[config.mk]
export PLATFORM = sky130hd
export DESIGN_NAME = mm_operand_feeder
export DESIGN_NICKNAME = d
export VERILOG_FILES = /design/src/rtl/mm_pkg.sv /design/src/rtl/mm_operand_buffer.sv /design/src/rtl/mm_operand_feeder.sv
export SDC_FILE = /design/constraint.sdc
export NUM_CORES = 1
export LEC_CHECK = 0
export CORE_MARGIN = 8
export CORE_UTILIZATION = 35
export CTS_CLUSTER_DIAMETER = 150
export CTS_CLUSTER_SIZE = 24
export DETAILED_ROUTE_END_ITERATION = 12
export DONT_BUFFER_PORTS = 1
export PLACE_DENSITY = 0.48
export SLEW_MARGIN = 30
export SYNTH_ARGS = -nofsm -noshare
export SYNTH_HDL_FRONTEND = slang
export SYNTH_HIERARCHICAL = 1
export SYNTH_SLANG_ARGS = --single-unit
[constraint.sdc]
create_clock -name clk -period 7.7 [get_ports clk]
set_input_delay 0.385 -clock clk [delete_from_list [all_inputs] [get_ports clk]]
set_output_delay 0.385 -clock clk [all_outputs]
set_load 0.05 [all_outputs]
[src/rtl/mm_pkg.sv]
// -----------------------------------------------------------------------------
// mm_pkg
// Shared definitions for the matrix-multiply operand feeder:
//   - mm_state_e : feeder sequencing states
//   - cnt_width  : width of the beat/slot counter for an N-slot job
// -----------------------------------------------------------------------------
package mm_pkg;

  // Job sequencing: flush engine, collect N beats, replay N beats,
  // wait for the engine, hold the result until the consumer takes it.
  typedef enum logic [2:0] {
    CLEAR  = 3'd0,
    LOAD   = 3'd1,
    STREAM = 3'd2,
    WAIT   = 3'd3,
    HOLD   = 3'd4
  } mm_state_e;

  // Counter width for indexing N slots; never narrower than one bit so the
  // counter stays a legal vector for any N.
  function automatic int cnt_width(input int n);
    return (n > 1) ? $clog2(n) : 1;
  endfunction

endpackage : mm_pkg

[src/rtl/mm_operand_buffer.sv]
// -----------------------------------------------------------------------------
// mm_operand_buffer
// N-slot register file holding one job's operands. Slot k holds column k of
// A and row k of B, exactly as they arrived on the load port.
//
// Ports
//   clk       : clock, write on rising edge
//   i_wr_en   : write strobe (one accepted load beat)
//   i_wr_idx  : slot written by the strobe
//   i_wr_a    : A column to store
//   i_wr_b    : B row to store
//   i_rd_idx  : slot presented on the read port (combinational read)
//   o_rd_a    : A column of slot i_rd_idx (zero when the index is out of range)
//   o_rd_b    : B row of slot i_rd_idx (zero when the index is out of range)
// -----------------------------------------------------------------------------
module mm_operand_buffer
  import mm_pkg::*;
#(
  parameter int DATA_WIDTH = 8,
  parameter int N          = 4,
  parameter int CW         = cnt_width(N)
) (
  input  logic                             clk,
  input  logic                             i_wr_en,
  input  logic [CW-1:0]                    i_wr_idx,
  input  logic [N-1:0][DATA_WIDTH-1:0]     i_wr_a,
  input  logic [N-1:0][DATA_WIDTH-1:0]     i_wr_b,
  input  logic [CW-1:0]                    i_rd_idx,
  output logic [N-1:0][DATA_WIDTH-1:0]     o_rd_a,
  output logic [N-1:0][DATA_WIDTH-1:0]     o_rd_b
);

  logic [N-1:0][DATA_WIDTH-1:0] r_slot_a [N];
  logic [N-1:0][DATA_WIDTH-1:0] r_slot_b [N];

  // NOTE: storage has no reset on purpose; every slot is rewritten before it
  // is read in a job, and skipping the reset keeps this a plain flop array.
  always_ff @(posedge clk) begin
    if (i_wr_en) begin
      r_slot_a[i_wr_idx] <= i_wr_a;
      r_slot_b[i_wr_idx] <= i_wr_b;
    end
  end

  // NOTE: assign defaults first in combinational blocks so no path leaves an
  // output unassigned (which would infer a latch).
  always_comb begin
    o_rd_a = '0;
    o_rd_b = '0;
    for (int s = 0; s < N; s++) begin
      if (i_rd_idx == CW'(s)) begin
        o_rd_a = r_slot_a[s];
        o_rd_b = r_slot_b[s];
      end
    end
  end

endmodule : mm_operand_buffer

[src/rtl/mm_operand_feeder.sv]
// -----------------------------------------------------------------------------
// mm_operand_feeder
// Collects N operand beats (A column k, B row k) from a valid/ready load port,
// then replays them to an outer-product matrix-multiply engine as N
// back-to-back valid cycles, waits for the engine to finish, and holds the
// engine result visible (done_o) until the consumer acknowledges it. Each new
// job starts with a one-cycle engine reset so the accumulators begin at zero.
//
// Ports
//   clk           : clock, all state on rising edge
//   reset_ni      : asynchronous active-low reset, aborts any job
//   load_valid_i  : load beat offered
//   load_ready_o  : feeder can accept a beat (LOAD only)
//   load_a_i      : column k of A, element i = A[i][k]
//   load_b_i      : row k of B, element j = B[k][j]
//   mm_valid_o    : engine valid_i, high for exactly N cycles per job
//   mm_a_o        : engine a_i (zero when mm_valid_o is low)
//   mm_b_o        : engine b_i (zero when mm_valid_o is low)
//   mm_reset_o    : engine synchronous reset, one cycle per job and in reset
//   mm_done_i     : engine valid_o
//   done_o        : engine result valid for the consumer (HOLD only)
//   result_ack_i  : consumer has taken the result
//   err_o         : sticky flag, engine reported done while feeding
// -----------------------------------------------------------------------------
module mm_operand_feeder
  import mm_pkg::*;
#(
  parameter int DATA_WIDTH = 8,
  parameter int N          = 4
) (
  input  logic                             clk,
  input  logic                             reset_ni,
  input  logic                             load_valid_i,
  output logic                             load_ready_o,
  input  logic [N-1:0][DATA_WIDTH-1:0]     load_a_i,
  input  logic [N-1:0][DATA_WIDTH-1:0]     load_b_i,
  output logic                             mm_valid_o,
  output logic [N-1:0][DATA_WIDTH-1:0]     mm_a_o,
  output logic [N-1:0][DATA_WIDTH-1:0]     mm_b_o,
  output logic                             mm_reset_o,
  input  logic                             mm_done_i,
  output logic                             done_o,
  input  logic                             result_ack_i,
  output logic                             err_o
);

  localparam int            CW   = cnt_width(N);
  localparam logic [CW-1:0] LAST = CW'(N - 1);

  mm_state_e                    r_state;
  logic [CW-1:0]                r_cnt;
  logic                         r_load_ready;
  logic                         r_mm_valid;
  logic [N-1:0][DATA_WIDTH-1:0] r_mm_a;
  logic [N-1:0][DATA_WIDTH-1:0] r_mm_b;
  logic                         r_mm_reset;
  logic                         r_done;
  logic                         r_err;

  logic                         w_load_hs;
  logic [CW-1:0]                w_rd_idx;
  logic [N-1:0][DATA_WIDTH-1:0] w_rd_a;
  logic [N-1:0][DATA_WIDTH-1:0] w_rd_b;

  // Ready is only ever high in LOAD, so this is the accepted-beat strobe.
  assign w_load_hs = r_load_ready & load_valid_i;

  // Stream outputs are registered, so the read port looks one slot ahead:
  // slot 0 while the last beat is being accepted, slot cnt+1 while streaming.
  always_comb begin
    w_rd_idx = '0;
    if (r_state == STREAM) begin
      w_rd_idx = r_cnt + 1'b1;
    end
  end

  mm_operand_buffer #(
    .DATA_WIDTH (DATA_WIDTH),
    .N          (N)
  ) u_buffer (
    .clk      (clk),
    .i_wr_en  (w_load_hs),
    .i_wr_idx (r_cnt),
    .i_wr_a   (load_a_i),
    .i_wr_b   (load_b_i),
    .i_rd_idx (w_rd_idx),
    .o_rd_a   (w_rd_a),
    .o_rd_b   (w_rd_b)
  );

  // NOTE: every register here is written with <= so all of them update
  // together from pre-edge values, regardless of statement order.
  always_ff @(posedge clk or negedge reset_ni) begin
    if (!reset_ni) begin
      r_state      <= CLEAR;
      r_cnt        <= '0;
      r_load_ready <= 1'b0;
      r_mm_valid   <= 1'b0;
      r_mm_a       <= '0;
      r_mm_b       <= '0;
      r_mm_reset   <= 1'b1;
      r_done       <= 1'b0;
      r_err        <= 1'b0;
    end else begin
      // An engine result while operands are still going in means the engine
      // and feeder disagree about the job; flag it but keep sequencing.
      if (mm_done_i && (r_state == LOAD || r_state == STREAM)) begin
        r_err <= 1'b1;
      end

      case (r_state)
        CLEAR: begin
          r_mm_reset   <= 1'b0;
          r_cnt        <= '0;
          r_load_ready <= 1'b1;
          r_state      <= LOAD;
        end

        LOAD: begin
          if (w_load_hs) begin
            if (r_cnt == LAST) begin
              r_cnt        <= '0;
              r_load_ready <= 1'b0;
              r_mm_valid   <= 1'b1;
              r_mm_a       <= w_rd_a;
              r_mm_b       <= w_rd_b;
              r_state      <= STREAM;
            end else begin
              r_cnt <= r_cnt + 1'b1;
            end
          end
        end

        STREAM: begin
          if (r_cnt == LAST) begin
            r_cnt      <= '0;
            r_mm_valid <= 1'b0;
            r_mm_a     <= '0;
            r_mm_b     <= '0;
            r_state    <= WAIT;
          end else begin
            r_cnt  <= r_cnt + 1'b1;
            r_mm_a <= w_rd_a;
            r_mm_b <= w_rd_b;
          end
        end

        WAIT: begin
          if (mm_done_i) begin
            r_done  <= 1'b1;
            r_state <= HOLD;
          end
        end

        HOLD: begin
          // Engine stays out of reset here so its result remains visible.
          if (result_ack_i) begin
            r_done     <= 1'b0;
            r_mm_reset <= 1'b1;
            r_state    <= CLEAR;
          end
        end

        default: begin
          r_cnt        <= '0;
          r_load_ready <= 1'b0;
          r_mm_valid   <= 1'b0;
          r_mm_a       <= '0;
          r_mm_b       <= '0;
          r_mm_reset   <= 1'b1;
          r_done       <= 1'b0;
          r_state      <= CLEAR;
        end
      endcase
    end
  end

  assign load_ready_o = r_load_ready;
  assign mm_valid_o   = r_mm_valid;
  assign mm_a_o       = r_mm_a;
  assign mm_b_o       = r_mm_b;
  assign mm_reset_o   = r_mm_reset;
  assign done_o       = r_done;
  assign err_o        = r_err;

  // Invariants of the output protocol.
  a_phase_exclusive : assert property (@(posedge clk) disable iff (!reset_ni)
    $onehot0({r_load_ready, r_mm_valid, r_done}));

  a_idle_data_zero : assert property (@(posedge clk) disable iff (!reset_ni)
    !r_mm_valid |-> (r_mm_a == '0 && r_mm_b == '0));

  a_done_in_hold : assert property (@(posedge clk) disable iff (!reset_ni)
    r_done == (r_state == HOLD));

endmodule : mm_operand_feeder

==> summary.md, run 1 <==
| Metric | Value |
|---|---|
| Status | `finished, final reports clean` |
| Total Routing Usage GR | `0.124` |
| Synth warnings | `6` |
| Synth top area share | `0.625` |
| Mean Syn Cell Area | `22.6 um^2` |
| Nets | `between 600 and 700` |
| # DRC | `0` |
| Post-Synth Adder-Cell Area | `0.00102` |
| RSZ-0062 raised after global routing | `no` |
| Slowest cell on the critical path | `buf_4` |
| #FFs+latches synth | `330` |
| Largest net degree at the start of global routing | `75` |
| TritonCTS buffer count | `17` |
| Max-slew headroom | `0.472` |
| Post-synthesis xor/xnor area fraction | `0.000712` |
| Power per cell area | `323 nW/um^2` |
| Min Hold Slack | `0.0822 ns` |
| Peak Freq | `about 310 MHz` |
| Post-synthesis mux area share | `0.120` |
| Initial core utilization | `0.356` |
| Worst VDD drop | `approximately 0.34 mV` |
| Final min period | `3.26 ns` |
| Post-synthesis simple-gate area fraction | `0.0165` |
| IO Count | `138` |
| Number of unique standard cell types used by synthesis | `47` |
| HPWL after DPL | `13800 um` |
| Reg power frac | `0.637` |
| Synth area leader | `edfxtp_1` |
| Sink Count | `330` |
| Critical Path End Type | `flip-flop` |
| Cell area after synthesis | `12300 um^2` |
| Setup Total Neg Slack | `0 ns` |
| Number of global-route vias before repair | `roughly 5900` |
| CP dominant cell by count | `buf_4` |
| Pleak | `4.64 nW` |
| Largest family of logic cells by synthesized area | `multiplexers` |
| CTS tree | `yes` |
| Clock share of power | `0.214` |
| Crit Path Max Fanout | `34` |
| Critical path class | `reg -> reg` |
| Global route overflow | `0` |
| Cell count after synthesis | `545` |
| Net Sw Power | `0.00152 W` |
| Row cnt | `slightly below 70` |
| Tcrit/Tclk final | `0.424` |
| Routed len/inst | `around 24 um` |
| Final Hold Viols | `0` |
| Via Count | `~5500` |
| FILL cells | `about 3100` |
| CTS root buf | `clkbuf_16` |
| Slew Limit Fails | `0` |
| Crit-path cells | `nand2b_1, nor3_2, buf_4, buf_4, mux4_2, a22o_1` |
| Crit-path max cell delay | `0.72 ns` |
| Synthesized net count | `615` |
| Worst slew pin tran | `0.792 ns` |
| Global-route wire length before repair | `39100 um` |
| Max cap viols | `0` |
| Combinational share of power | `0.149` |
| Top cells by area, synth | `edfxtp_1 62%, dfrtp_1 15%, mux4_2 11%` |
| Final Routed Wirelength | `25900 um` |
| DIE AREA | `41400 um^2` |
| DRT antenna net count | `0` |
| Worst Skew | `0.0100 ns` |
| CTS Buffer Depth | `3` |
| Clock-pin slew on the worst setup and hold paths | `0.10 ns` |
| Critical path arrival | `3.66 ns` |
| Initial DRC Count | `334` |
| Global placement routability congestion | `0.718` |
| Sequential area share after synthesis | `0.776` |
| Postcts setup bufs | `0` |
| Main synth FF type | `edfxtp_1` |
| Post-synth EDFFs | `approximately 260` |
| Hold Path Class | `in -> reg` |
| Req. time, crit path | `between 8 and 9 ns` |
| DR pass1 iterations | `4` |
| Via density | `around 5.1` |
| Die height | `203 um` |
| CP startpoint kind | `flip-flop` |
| Clock Latency Late Sink | `0.50 ns` |
| Die Width | `about 200 um` |
| Initial antenna violation count | `2` |
| Layout area overhead | `12.6%` |
| Htree depth | `1` |
| Ant diodes | `0` |
| Final setup viols | `0` |
| Layout cell share with drive strength beyond 1 | `0.169` |
| Switching share of power | `0.340` |
| Async SR Flop Fraction | `0.224` |
| Core area | `34500 um^2` |
| Count of input and output buffers | `0` |
| Compound-cell area share of the yosys netlist | `0.0565` |
| Int Power | `0.00295 W` |
[logic make-up (layout without fill, tap and decap cells)]
logic type / Yosys count / count (layout)
flops: 330 / 330
compound gates: 79 / 79
mux: 66 / 66
buf+inv: 35 / 112
simple gates: 33 / 33
fa+ha+maj: 1 / 1
xor+xnor: 1 / 1
[power groups by stage]
stage                     logic (W)  clock network [W]  registers (W)
after global routing       0.000738            0.00106        0.00289
after floorplan            0.000514                  0        0.00282
after CTS                  0.000671            0.00100        0.00286
after global placement     0.000605                  0        0.00289
after detailed placement   0.000616                  0        0.00290
final                      0.000668           0.000957        0.00285
[through the flow]
step	power [W]	utilization	setup slack [ns]	instance area (um^2)	instances
final	0.00448	0.401	4.44	13800	1077
after global routing	0.00469	0.401	4.13	13800	1077
after CTS	0.00454	0.400	4.32	13800	1076
after detailed placement	0.00352	0.366	4.35	12700	979
after global placement	0.00349	0.365	4.40	12600	978
after floorplan	0.00334	-	1.51	12300	545
[cell usage in the layout, fill, tap and decap left out, types with 4 or more instances in the layout]
cell	Yosys	routed
a22o_1	63	63
buf_4	1	7
clkbuf_1	2	11
clkbuf_16	0	17
dfrtp_1	73	73
dlygate4sd3_1	0	67
edfxtp_1	256	256
mux4_1	4	4
mux4_2	60	60
nand2_1	4	4
nand3_1	4	4
nor2_1	7	7
[state kept, by name (all words and copies together), names as in the netlist]
signal             cells
u_buffer/r_slot_a    128
u_buffer/r_slot_b    128
mm_a_o                32
mm_b_o                32
r_state                3
r_cnt                  2
done_o                 1
err_o                  1
load_ready_o           1
mm_reset_o             1
mm_valid_o             1
[area by class of cell]
type                       count  area [um^2]  area share
sequential                   330         9540       0.689
timing repair buffer          80          832      0.0601
clock inverter                 1         6.26    0.000452
inverter                       3         12.5    0.000904
clock buffer                  28          467      0.0337
tap                          455          569      0.0411
multi-input combinational    180         2420       0.175
[per-layer routing]
layer | vias up | GRT usage | share of wire
met5 | - | 0 | 0.0010
met4 | 4 | 0.0275 | 0.014
met3 | 24 | 0.0255 | 0.053
met2 | 123 | 0.215 | 0.51
met1 | 2965 | 0.159 | 0.42
li1 | 2405 | - | -
[path summary, 6_finish.rpt]
path                                                    startpoint                      to  slack [ns]  depth (start not counted)
worst min register to register  u_buffer/r_slot_b[0][31]$_DFFE_PP_  mm_b_o[31]$_DFFE_PN0P_        0.68                          2
max in group asynchronous                                 reset_ni  mm_b_o[23]$_DFFE_PN0P_        6.89                          2
worst max-delay path                        r_state[1]$_DFFE_PN0P_  mm_a_o[18]$_DFFE_PN0P_        4.44                          6
worst min-delay path                                     mm_done_i  r_state[2]$_DFFE_PN0P_        0.08                          2
min in group asynchronous                                 reset_ni  mm_a_o[27]$_DFFE_PN0P_        0.43                          2
worst max register to register              r_state[1]$_DFFE_PN0P_  mm_a_o[18]$_DFFE_PN0P_        4.44                          6
[what timing repair did]
action,CTS,global route
endpoints found under the hold margin,334,0
gates resized for setup,0,0
hold buffers,68,0
[Yosys cell counts (all sizes together), types with 2 or more instances]
cell type and count:
a22o 63, a31oi 2, and3b 2, buf 29, clkbuf 3, dfrtp 73, edfxtp 256, inv 3
mux2i 2, mux4 64, nand2 4, nand2b 2, nand3 4, nand3b 2, nand4b 2, nor2 7
nor3 2, o21ai 4, o32ai 3
[worst max-delay path: cells and delay by family, from the launching register on]
kind / cells / cell delay (ns)
muxes: 1 / 0.59
buffers and inverters: 2 / 1.28
AOI/OAI and AO/OA: 1 / 0.22
DFF: 1 / 0.61
and+or+nand+nor: 2 / 0.39
No activity file was read; power rests on OpenSTA's default activity.
==> inputs of run 2 (changes only) <==
Settings changed: PLACE_DENSITY 0.48 to 0.5.
Clock period 7.7 ns to 2.72 ns, I/O delays scaled along.
==> run 2 against run 1 <==
Effect of this change:
- final cell count is 0.74% higher
- critical endpoint is now mm_a_o[2]$_DFFE_PN0P_
- power increased to 2.8 times the previous value
- via count is 0.34% higher
- sequential cell count unchanged
- register-to-register slack worse by 4.0 ns
- combinational power grew to 2.9 times the previous value
- fmax increased by 41%
- non-clock buffer count is 8 higher
- worst hold slack better by 0.10 ns
==> summary.md, run 2 (synthesis results as in run 1) <==
| Metric | Value |
|---|---|
| Layout cell share with drive strength beyond 1 | `0.181 (+0.0124)` |
| Number of global-route vias before repair | `6145 (+3.5%)` |
| Routed len/inst | `24.1 um (+0.11%)` |
| CTS tree | `yes` |
| Max-slew headroom | `0.562 (+0.0903)` |
| DIE AREA | `41400 um^2 (unchanged)` |
| Core area | `34500 um^2 (unchanged)` |
| Layout area overhead | `13.5%` |
| CTS resizes | `0 (unchanged)` |
| Critical Path End Type | `flip-flop` |
| Most common cell after layout, fill and taps aside | `edfxtp_1` |
| FF-to-FF setup slack | `0.40 ns (-4.04 ns)` |
| GRT met2 Usage | `0.213 (-0.00179)` |
| Initial core utilization | `0.356 (unchanged)` |
| Global placement routability congestion | `0.707 (-1.6%)` |
| DRT antenna net count | `0 (unchanged)` |
| Crit-path max cell delay | `0.57 ns (-0.15 ns)` |
| Final Hold Viols | `0 (unchanged)` |
| Via density | `5.11 (-0.40%)` |
| Critical path class | `reg -> reg` |
| Critical R2R Launch | `r_cnt[0]$_DFFE_PN0P_` |
| Die Width | `203 um (unchanged)` |
| Final setup viols | `0 (unchanged)` |
| HPWL after DPL | `14900 um (+7.6%)` |
| Die height | `203 um (unchanged)` |
| Power per cell area | `911 nW/um^2 (+180%)` |
| Place WS | `0.415 ns (-3.93 ns)` |
| Max cap viols | `0 (unchanged)` |
| Row cnt | `68 (unchanged)` |
| CP Capture Point | `mm_a_o[2]$_DFFE_PN0P_` |
| Worst slew pin tran | `0.657 ns (-0.135 ns)` |
| Global-route wire length before repair | `39900 um (+1.9%)` |
| Initial DRC Count | `263 (-21%)` |
| Initial antenna violation count | `3 (+1)` |
| Tcrit/Tclk final | `0.853 (+0.429)` |
| Hold Path Class | `in -> async` |
| Met1 Use GR | `0.165 (+0.00613)` |
| Total power | `0.0127 W (+180%)` |
| Clock Latency Late Sink | `0.52 ns (+0.02 ns)` |
| Htree depth | `1 (unchanged)` |
| Global route overflow | `0 (unchanged)` |
| M3 GR Usage | `0.0305 (+0.00492)` |
| Status | `finished, final reports clean` |
| Count of input and output buffers | `0 (unchanged)` |
| Min Hold Slack | `0.183 ns (+0.101 ns)` |
| Slew Limit Fails | `0 (unchanged)` |
| CP Buf/Inv Count | `1 (-1)` |
| Biggest regs | `u_buffer/r_slot_a (128), u_buffer/r_slot_b (128)` |
| Final setup margin | `0.401 ns (-4.04 ns)` |
| Crit Path Max Fanout | `40 (+18%)` |
| FILL cells | `3058 (-1.6%)` |
| CP startpoint kind | `flip-flop` |
| Peak Freq | `431 MHz (+41%)` |
| RSZ-0062 raised after global routing | `no` |
| Setup Total Neg Slack | `0 ns (unchanged)` |
| # DRC | `0 (unchanged)` |
| Area of the multi-input gates | `2430 um^2 (+0.36%)` |
| Worst reg2reg path depth | `5 (-1)` |
| Largest net degree at the start of global routing | `75 (unchanged)` |
| Sink Count | `330 (unchanged)` |
| Pleak | `4.69 nW (+0.99%)` |
| Worst VDD drop | `0.524 mV (+54%)` |
| Slowest cell on the critical path | `dfrtp_1` |
| Nets | `690 (+1.2%)` |
| IO Count | `138 (unchanged)` |
| TritonCTS buffer count | `17 (unchanged)` |
| Crit-path cells | `ha_1, nand4b_2, o32ai_4, buf_4, a22o_1` |
| Worst r2r dst | `mm_a_o[2]$_DFFE_PN0P_` |
| DR pass1 iterations | `4 (unchanged)` |
| Setup crit start | `r_cnt[0]$_DFFE_PN0P_` |
| Critical path's top delay family | `flip-flops` |
| Via Count | `5540 (+0.34%)` |
| CTS Buffer Depth | `3 (unchanged)` |
| Clock-pin slew on the worst setup and hold paths | `0.10 ns (about the same)` |
| Worst Skew | `0.0325 ns (+0.0225 ns)` |
| Final Routed Wirelength | `26100 um (+0.85%)` |
| GR peak layer | `met2` |
| Postcts setup bufs | `0 (unchanged)` |
| FF+latch area | `9540 um^2 (about the same)` |
| Total Routing Usage GR | `0.126 (+0.00185)` |
| CTS root buf | `clkbuf_16` |
| Worst path depth | `5 (-1)` |
| Most frequent cells in the layout | `256 x edfxtp_1, 72 x dfrtp_1, 69 x dlygate4sd3_1` |
| Final min period | `2.32 ns (-0.943 ns)` |
| Critical path arrival | `2.77 ns (-0.89 ns)` |
| Req. time, crit path | `3.17 ns (-4.93 ns)` |
==> run 2: cell count changes in the layout (fill, tap and decap cells not counted), moves of 2 or more <==
cell / previous run / this run
buf_12: 1 / 6
buf_4: 7 / 12
buf_6: 3 / 0
clkbuf_1: 11 / 9
dlygate4sd3_1: 67 / 69
==> run 2: per-stage QoR <==
step	std cells	cell area (um^2)	utilization
5_1_grt	1085	14000	0.404
3_3_place_gp	986	12800	0.369
2_1_floorplan	545	12300	-
4_1_cts	1084	14000	0.404
6_report	1085	14000	0.404
3_5_place_dp	986	12800	0.369
==> run 2: where the power goes <==
group,internal (W),switching [W],leakage [nW]
Sequential,0.00637,0.00166,3.30
Clock,0.00119,0.00152,0.229
Combinational,0.000835,0.00114,1.16
==> run 2: final cells by class <==
class	instances	area share
Sequential cell	330	0.684
Multi-Input combinational cell	180	0.174
Clock inverter	2	0.00126
Inverter	3	0.000896
Tap cell	455	0.0408
Antenna cell	1	0.000179
Timing Repair Buffer	88	0.0665
Clock buffer	26	0.0329
==> run 2: what timing repair did <==
item / 4_1_cts / 5_1_grt
endpoints found under the hold margin: 340 / 0
setup endpoints to repair: 0 / 0
hold buffers: 70 / 0
==> run 2: worst min path at each step <==
stage                             endpoint  slack [ns]  cells after the start
detailed placement  mm_a_o[29]$_DFFE_PN0P_       -0.16                      0
finish              mm_a_o[24]$_DFFE_PN0P_        0.18                      2
global route        mm_a_o[24]$_DFFE_PN0P_        0.19                      2
CTS                 mm_a_o[24]$_DFFE_PN0P_        0.19                      2
global placement    mm_a_o[17]$_DFFE_PN0P_       -0.16                      0
floorplan               done_o$_DFFE_PN0P_       -0.16                      0
==> run 2: worst reg2reg max path, delay by kind of cell (launching register included) <==
family	cells	cell delay, ns
flip-flops	1	0.57
AO/OA/AOI/OAI	2	0.47
AND/OR/NAND/NOR	1	0.24
adder cells (fa/ha/maj)	1	0.43
buffers and inverters	1	0.55
==> run 2: per-layer routing <==
layer	share of wire	up-vias
met5	0.0010	-
met4	0.011	4
met3	0.058	21
met2	0.50	119
met1	0.43	2976
li1	-	2420
